==> config.mk <==
export PLATFORM = sky130hd
export DESIGN_NAME = serial_adder_flat
export DESIGN_NICKNAME = d
export VERILOG_FILES = /design/src/rtl/serial_adder_pkg.sv /design/src/rtl/serial_adder_if.sv /design/src/rtl/serial_adder_fa.sv /design/src/rtl/serial_adder.sv /design/src/flat_wrapper.sv
export SDC_FILE = /design/constraint.sdc
export NUM_CORES = 1
export LEC_CHECK = 0
export CORE_MARGIN = 5
export CORE_UTILIZATION = 48
export CTS_BUF_LIST = sky130_fd_sc_hd__clkbuf_4 sky130_fd_sc_hd__clkbuf_8
export DETAILED_ROUTE_END_ITERATION = 16
export GPL_TIMING_DRIVEN = 0
export PLACE_DENSITY = 0.77
export SYNTH_ARGS = -nofsm -noshare
export SYNTH_HDL_FRONTEND = slang
export SYNTH_SLANG_ARGS = --single-unit
==> constraint.sdc <==
create_clock -name clk -period 1.15 [get_ports clk]
set_input_delay 0.115 -clock clk [delete_from_list [all_inputs] [get_ports clk]]
set_output_delay 0.115 -clock clk [all_outputs]
set_load 0.1 [all_outputs]
==> src/rtl/serial_adder_pkg.sv <==
// Shared definitions for the bit-serial adder: FSM state encoding and
// counter sizing helper.
package serial_adder_pkg;

    localparam int unsigned DEFAULT_WIDTH = 8;

    typedef enum logic [1:0] {
        IDLE = 2'd0,
        RUN  = 2'd1,
        DONE = 2'd2
    } state_t;

    // One extra bit so the terminal count WIDTH-1 (and beyond) never wraps.
    function automatic int unsigned cnt_width(input int unsigned w);
        return $clog2(w) + 1;
    endfunction

endpackage

==> src/rtl/serial_adder_if.sv <==
// Request/result bundle for the bit-serial adder.
//   start, a, b, cin : request and operands (driven by master)
//   busy, done       : progress flags (driven by slave)
//   sum, cout        : registered result (driven by slave)
interface serial_adder_if
    import serial_adder_pkg::*;
#(
    parameter int unsigned WIDTH = DEFAULT_WIDTH
);

    logic             start;
    logic [WIDTH-1:0] a;
    logic [WIDTH-1:0] b;
    logic             cin;
    logic             busy;
    logic             done;
    logic [WIDTH-1:0] sum;
    logic             cout;

    modport master (
        output start, a, b, cin,
        input  busy, done, sum, cout
    );

    modport slave (
        input  start, a, b, cin,
        output busy, done, sum, cout
    );

endinterface

==> src/rtl/serial_adder_fa.sv <==
// 1-bit full adder used for the per-bit sum.
//   i1, i2 : operand bits
//   ci     : carry in
//   r      : sum bit
//   co     : carry out
module fa (
    input  logic i1,
    input  logic i2,
    input  logic ci,
    output logic r,
    output logic co
);

    assign r  = i1 ^ i2 ^ ci;
    assign co = (i1 & i2) | (ci & (i1 ^ i2));

endmodule

==> src/rtl/serial_adder.sv <==
// Bit-serial adder: one operand bit per clock, LSB first, result and
// carry-out registered on the last RUN edge, one-cycle done pulse after.
//   clk  : clock, rising edge
//   rst  : synchronous active-high reset
//   bus  : serial_adder_if slave (start/a/b/cin in, busy/done/sum/cout out)
module serial_adder
    import serial_adder_pkg::*;
#(
    parameter int unsigned WIDTH = DEFAULT_WIDTH
) (
    input  logic            clk,
    input  logic            rst,
    serial_adder_if.slave   bus
);

    localparam int unsigned CW = cnt_width(WIDTH);

    state_t           state;
    state_t           state_next;
    logic             load;
    logic             step;
    logic             finish;
    logic             busy_next;
    logic             done_next;
    logic             last;

    logic [WIDTH-1:0] a_sh;
    logic [WIDTH-1:0] b_sh;
    logic [WIDTH-1:0] psum;
    logic [WIDTH-1:0] psum_shifted;
    logic             carry;
    logic [CW-1:0]    cnt;
    logic             r;
    logic             co;

    logic             busy_q;
    logic             done_q;
    logic [WIDTH-1:0] sum_q;
    logic             cout_q;

    fa u_fa (
        .i1 (a_sh[0]),
        .i2 (b_sh[0]),
        .ci (carry),
        .r  (r),
        .co (co)
    );

    // New sum bit enters at the MSB; written as a shift so WIDTH=1 works.
    assign psum_shifted = (psum >> 1) | (WIDTH'(r) << (WIDTH - 1));
    assign last         = (cnt == CW'(WIDTH - 1));

    // State register.
    always_ff @(posedge clk) begin
        if (rst) begin
            state <= IDLE;
        end else begin
            state <= state_next;
        end
    end

    // Next state and datapath controls.
    always_comb begin
        state_next = state;
        load       = 1'b0;
        step       = 1'b0;
        finish     = 1'b0;
        case (state)
            IDLE: begin
                if (bus.start) begin
                    load       = 1'b1;
                    state_next = RUN;
                end
            end
            RUN: begin
                step = 1'b1;
                if (last) begin
                    finish     = 1'b1;
                    state_next = DONE;
                end
            end
            DONE:    state_next = IDLE;
            default: state_next = IDLE;
        endcase
        busy_next = (state_next == RUN);
        done_next = (state_next == DONE);
    end

    // Operand shifters, carry, counter and registered outputs.
    always_ff @(posedge clk) begin
        if (rst) begin
            a_sh   <= '0;
            b_sh   <= '0;
            psum   <= '0;
            carry  <= 1'b0;
            cnt    <= '0;
            busy_q <= 1'b0;
            done_q <= 1'b0;
            sum_q  <= '0;
            cout_q <= 1'b0;
        end else begin
            if (load) begin
                a_sh  <= bus.a;
                b_sh  <= bus.b;
                carry <= bus.cin;
                cnt   <= '0;
            end
            if (step) begin
                psum  <= psum_shifted;
                carry <= co;
                a_sh  <= a_sh >> 1;
                b_sh  <= b_sh >> 1;
                cnt   <= cnt + CW'(1);
            end
            if (finish) begin
                sum_q  <= psum_shifted;
                cout_q <= co;
            end
            busy_q <= busy_next;
            done_q <= done_next;
        end
    end

    assign bus.busy = busy_q;
    assign bus.done = done_q;
    assign bus.sum  = sum_q;
    assign bus.cout = cout_q;

endmodule

==> src/flat_wrapper.sv <==
// flat-port wrapper written by rule: the top's interface ports become plain ports
module serial_adder_flat import serial_adder_pkg::*;
#(
    parameter int unsigned WIDTH = DEFAULT_WIDTH
)
  (clk, rst, bus_start, bus_a, bus_b, bus_cin, bus_busy, bus_done, bus_sum, bus_cout);
  serial_adder_if #(.WIDTH(WIDTH)) bus_i ();
  input  logic clk;
  input  logic rst;
  input wire logic [$bits(bus_i.start)-1:0] bus_start;
  input wire logic [$bits(bus_i.a)-1:0] bus_a;
  input wire logic [$bits(bus_i.b)-1:0] bus_b;
  input wire logic [$bits(bus_i.cin)-1:0] bus_cin;
  output wire logic [$bits(bus_i.busy)-1:0] bus_busy;
  output wire logic [$bits(bus_i.done)-1:0] bus_done;
  output wire logic [$bits(bus_i.sum)-1:0] bus_sum;
  output wire logic [$bits(bus_i.cout)-1:0] bus_cout;
  assign bus_i.start = bus_start;
  assign bus_i.a = bus_a;
  assign bus_i.b = bus_b;
  assign bus_i.cin = bus_cin;
  assign bus_busy = bus_i.busy;
  assign bus_done = bus_i.done;
  assign bus_sum = bus_i.sum;
  assign bus_cout = bus_i.cout;
  serial_adder #(.WIDTH(WIDTH)) u_core (.clk(clk), .rst(rst), .bus(bus_i));
endmodule
* Yosys cells after proc, flatten, opt, wreduce, memory -nomap -nowiden *
Index checks and enable logic that the tools add are counted.

operators by class
  order comparisons = 0
  $add $sub $neg = 1
  multiplexer cells = 16
  multipliers = 0
  div/mod/pow operators = 0
  bitwise gates (word level) = 6
  equal/unequal tests = 4
  shift-type cells = 0
  reductions and logical operators = 3

operators with widths
  kind                                           count
  two-way mux 7 bit                              4
  two-way mux 4 bit                              2
  bitwise OR 7 x 8 -> 8 bit                      1
  two-way mux 1 bit                              7
  adder 4 x 1 -> 4 bit, second input constant    1
  == test 2 x 1 -> 1 bit, second input constant  2
  == test 4 x 3 -> 1 bit, second input constant  1
  two-way mux 2 bit                              2
  one-hot mux 2 bit (2 select lines)             1
  AND 1 bit                                      2
  == test 2 bit, second input constant           1
  logical NOT 2 bit                              1
  nonzero test 2 bit                             1
  OR reduction 2 bit                             1
  XOR 1 bit                                      2
  bitwise OR 1 bit                               1

word-level totals
  memory bits (read-only) = 0
  output and inout bits = 11
  bits in latches = 0
  memory bits (writable) = 0
  memories kept = 0
  bits in registers = 42
  bits of input ports = 20

* Longest topological paths before layout *
  depth in word-level cells = 4
  depth in mapped cells = 6
  mapped depth without buffers = 4

* Modules after synthesis *
From an unflattened synthesis, not the netlist that was laid out.

second synthesis, totals
  cell total of the unflattened synthesis = 198
  area, all modules = 1749.2 um2

by module, submodules not included
  module        area each (um2)  cells an instance  sequential area each (um2)  instances
  serial_adder  1729.2           197                820.8                       1
  fa            20.0             1                  0.0                         1

* Least setup slack after synthesis *
Ideal clock, no wire load.

  kind = register to register
  from = register u_core.bus.cout (netlist name)
  to = register u_core.cout_q, in the netlist u_core.bus.cout
  path slack = -0.166 ns
  path buffers = 0
  stages on the path, launching flop included = 3
  arrival = 1.246 ns
  period minus slack after synthesis = 1.316 ns
  cells stage by stage = dfxtp_1 o31ai_1 a21oi_1

RTL lines
  element                 RTL line             text
  end signal: assignment  serial_adder.sv:117  cout_q <= co;
  end: declaration        serial_adder.sv:39   logic cout_q;

* Final worst setup path *
  from = register u_core.state[0]
  to = register u_core.carry

on the way
  longest elaborated chain between the ends = 3
  elaborated cells between the ends (all ways) = 6

RTL lines
  element                                                             RTL line             text
  start: declaration                                                  serial_adder.sv:18   state_t state;
  start signal: assignment                                            serial_adder.sv:58   state <= state_next;
  == test 2 x 1 -> 1 bit / logical NOT 2 bit (equally long branches)  serial_adder.sv:68   case (state)
  two-way mux 1 bit                                                   serial_adder.sv:68
  two-way mux 1 bit / nonzero test 2 bit (equally long branches)      --
  end signal: assignment                                              serial_adder.sv:105  carry <= bus.cin;
  end signal: assignment                                              serial_adder.sv:110  carry <= co;
  end: declaration                                                    serial_adder.sv:31   logic carry;

Several ways; a longest one is shown, not always the timed one.
A chain may end at the register's enable or synchronous reset.

==> reports/qor.csv <==
stage;metric;value;unit
outcome;status;finished, violations left;
outcome;failing checks;negative setup slack;
power_and_ir_drop;Sw Ratio;29.7;%
synth;Synth Register Bits;41;
die;Die Y;68.8;um
final_layout;Area Growth Syn to Fin;71.3;%
timing;setup ws final;-0.212;ns
critical_path;crit path to;u_core.carry$_SDFFE_PP0P_;
final_layout;fin area;2840;um2
hold_path;Hold Crit Class;in -> reg;
clock_tree;CTS tree;yes;
power_and_ir_drop;switching power;876;uW
synth;top_reg_cell synth;dfxtp_1;
synth;area share of the largest cell type after synthesis;49.5;%
critical_path;Worst setup SP type;flop;
die;Initial Utilization;49.7;%
clock_tree;clk root buf;clkbuf_4;
clock_tree;CTS clk-pin slew, worst paths;0.12;ns
die;full die area;4730;um2
critical_path;Critical Path End Type;flop;
synth;Mapped Cells;186;
final_layout;fraction of layout cells with a size suffix above 1;56.1;%
global_routing;largest net degree at the start of global routing;17;
timing;post-layout min period;1.36;ns
clock_tree;htree depth;2;
timing;fmax;734;MHz
global_routing;first-pass GRT wire length;7890;um
routing;wire length per cell;20.8;um
critical_path;CP max FO;10;
timing;setup TNS;-3.39;ns
synth;most common cell in the synthesized netlist;dfxtp_1;
critical_path;arrival time worst endpoint;1.63;ns
critical_path;Reg2Reg Depth;6;
routing;Iteration-0 DRC Markers;105;
critical_path;Crit path top cell by count;buf_6;
die;core area;3340;um2
critical_path;Worst Path Required;1.41;ns
clock_tree;CTS buffer count;5;
timing;Slew @ Worst Pin;0.705;ns
global_routing;vias in the first global route;1670;
final_layout;fillcell total;167;
synth;synth cell count leaders;dfxtp_1 (41), nor2_1 (19), a211oi_1 (18);
final_layout;Nets;265;
timing;RSZ-0062 raised after global routing;true;
placed_design;dpl cell area;2050;um2
die;Die Wd;68.8;um
timing;Slew Limit Fails;0;
global_routing;Remaining Overflow, GRT;0;
routing;Pre-antenna DRT Iters;4;
power_and_ir_drop;combinational power share;21.8;%
routing;residual DRC count;0;
synth;synth warn;0;
routing;Routed Antenna Nets;0;
clock_tree;clk sink count;41;
timing;period utilization;118;%
synth;Seq/Total Area, Yosys;49.5;%
synth;Synth area leaders;dfxtp_1 (49%), a211oi_1 (8.1%), o22ai_1 (5.7%);
synth;syn_area_per_cell;8.92;um2
timing;Worst Skew;0.00719;ns
die;Top Ports;31;
critical_path;Worst R2R End;u_core.carry$_SDFFE_PP0P_;
synth;number of flops mapped to enable cells by yosys;0;
timing;Final setup viols;38;
routing;Routed WL;6020;um
synth;cell area after synthesis;1660;um2
synth;Synth cell types;28;
global_routing;initial antenna violation count;0;
global_routing;Total Routing Usage GR;22.9;%
timing;Final Hold Fails;0;
power_and_ir_drop;PwrDens;1040;nW/um2
routing;Vias/cell;6.14;
synth;syn_nets;208;
clock_tree;Worst-Skew Late Latency;0.37;ns
critical_path;Crit Path Category;reg -> reg;
critical_path;Slowest-stage cell, CP;dfxtp_2;
final_layout;utilization after layout;85.2;%
run;Max Cap Viol;0;
placed_design;RePlAce Congestion;0.827;
clock_tree;Clock Path Buffers;2;
power_and_ir_drop;internal power;2.07;mW
routing;detailed-route via count;1782;
power_and_ir_drop;IR Drop Worst-Case VDD;794;uV
critical_path;Worst setup startpoint;u_core.state[0]$_SDFF_PP0_;
die;std cell rows;21;
critical_path;worst-path cell chain;buf_6, buf_6, clkinvlp_4, buf_8, o22ai_2, a211oi_1;
critical_path;FF-to-FF setup slack;-0.21;ns
power_and_ir_drop;Static Leak;1.03;nW
final_layout;ANT cells;0;
synth;FFs w/ async S/R, synth;0;%
critical_path;FF-to-FF Start;u_core.state[0]$_SDFF_PP0_;
power_and_ir_drop;Clock power frac;25.8;%
power_and_ir_drop;Flop pwr share;52.4;%
synth;top cell type by total area after synthesis;dfxtp_1;
placed_design;port buffer count;29;
critical_path;slowest stage delay, CP;0.35;ns
placed_design;Final HPWL DP;2810;um
timing;Slew HR;53.0;%
-- repair_timing --
action                     CTS  global route
pin swaps                   19            27
hold buffers                 0             0
setup buffers               13             5
cloned                       4             2
gates resized for setup    125            63
setup endpoints to repair   46            44
-- sequential cells by signal, summed over array words and instances, names as in the netlist --
register / flops
u_core.a_sh: 8
u_core.b_sh: 8
u_core.bus.sum: 8
u_core.psum: 7
u_core.cnt: 4
u_core.state: 2
u_core.bus.busy: 1
u_core.bus.cout: 1
u_core.bus.done: 1
u_core.carry: 1
-- through the flow --
step	cells	setup slack (ns)	total power, mW	hold WS [ns]
after floorplan	186	-0.0236	1.79	0.263
after global placement	261	-0.399	1.90	0.403
after detailed placement	261	-0.410	1.92	0.411
after CTS	284	-0.0805	2.77	0.0288
after global routing	290	-0.227	3.02	0.114
final	290	-0.212	2.94	0.115
-- cell type report --
class | count | area [um2] | area share (%)
tap | 46 | 57.6 | 2.03
sequential | 41 | 847 | 29.8
multi-input combinational | 125 | 1160 | 40.8
buffer | 16 | 151 | 5.33
inverter | 2 | 11.3 | 0.396
clock buffer | 6 | 45.0 | 1.59
clock inverter | 2 | 10.0 | 0.352
timing repair buffer | 52 | 559 | 19.7
-- power groups by stage --
stage	logic (mW)	registers, mW	clock network (mW)
finish	0.641	1.54	0.760
floorplan	0.219	1.57	0
CTS	0.514	1.53	0.723
global route	0.670	1.55	0.804
global placement	0.347	1.56	0
detailed placement	0.358	1.56	0
-- layout by cell type, fill, tap and decap left out, drive strengths merged, types with 2 or more instances in the layout --
cell / instances
a22oi: 3
a211oi: 18
buf: 41
clkinv: 2
nor4: 2
nor2: 19
o22ai: 15
a21oi: 17
nor3b: 2
dfxtp: 41
clkbuf: 15
o31ai: 9
clkdlybuf4s50: 18
nand3: 11
nand2: 17
-- per-layer routing --
layer	up-vias	part of all wire (%)	global-route usage (%)
li1	794	-	-
met4	0	3.3	9.49
met3	25	5.9	5.83
met1	870	39	25.3
met5	-	0	0
met2	93	52	41.2
-- cells by family (layout without fill, tap and decap cells) --
group,after synthesis,count (layout),share of synthesized area [%]
compound gates,66,66,26.1
simple gates,57,57,15.8
flops,41,41,49.5
buf+inv,20,78,6.64
fa+ha+maj,2,2,1.96
-- how the worst min path moves through the flow --
stage / end / slack [ns] / depth (start not counted) / from
floorplan: u_core.a_sh[7]$_SDFFE_PP0P_ / 0.26 / 2 / bus_a[7]
global placement: u_core.state[1]$_SDFF_PP0_ / 0.40 / 2 / rst
detailed placement: u_core.state[1]$_SDFF_PP0_ / 0.41 / 2 / rst
CTS: u_core.state[1]$_SDFF_PP0_ / 0.03 / 2 / rst
global route: u_core.state[1]$_SDFF_PP0_ / 0.11 / 2 / rst
finish: u_core.state[1]$_SDFF_PP0_ / 0.11 / 2 / rst
-- critical path: cells and delay by family (launching register included) --
| family | cells | cell delay [ns] |
|---|---|---|
| flops | 1 | 0.35 |
| compound gates | 2 | 0.38 |
| buf+inv | 4 | 0.53 |
Note: power is estimated with default switching activity, not from simulation.
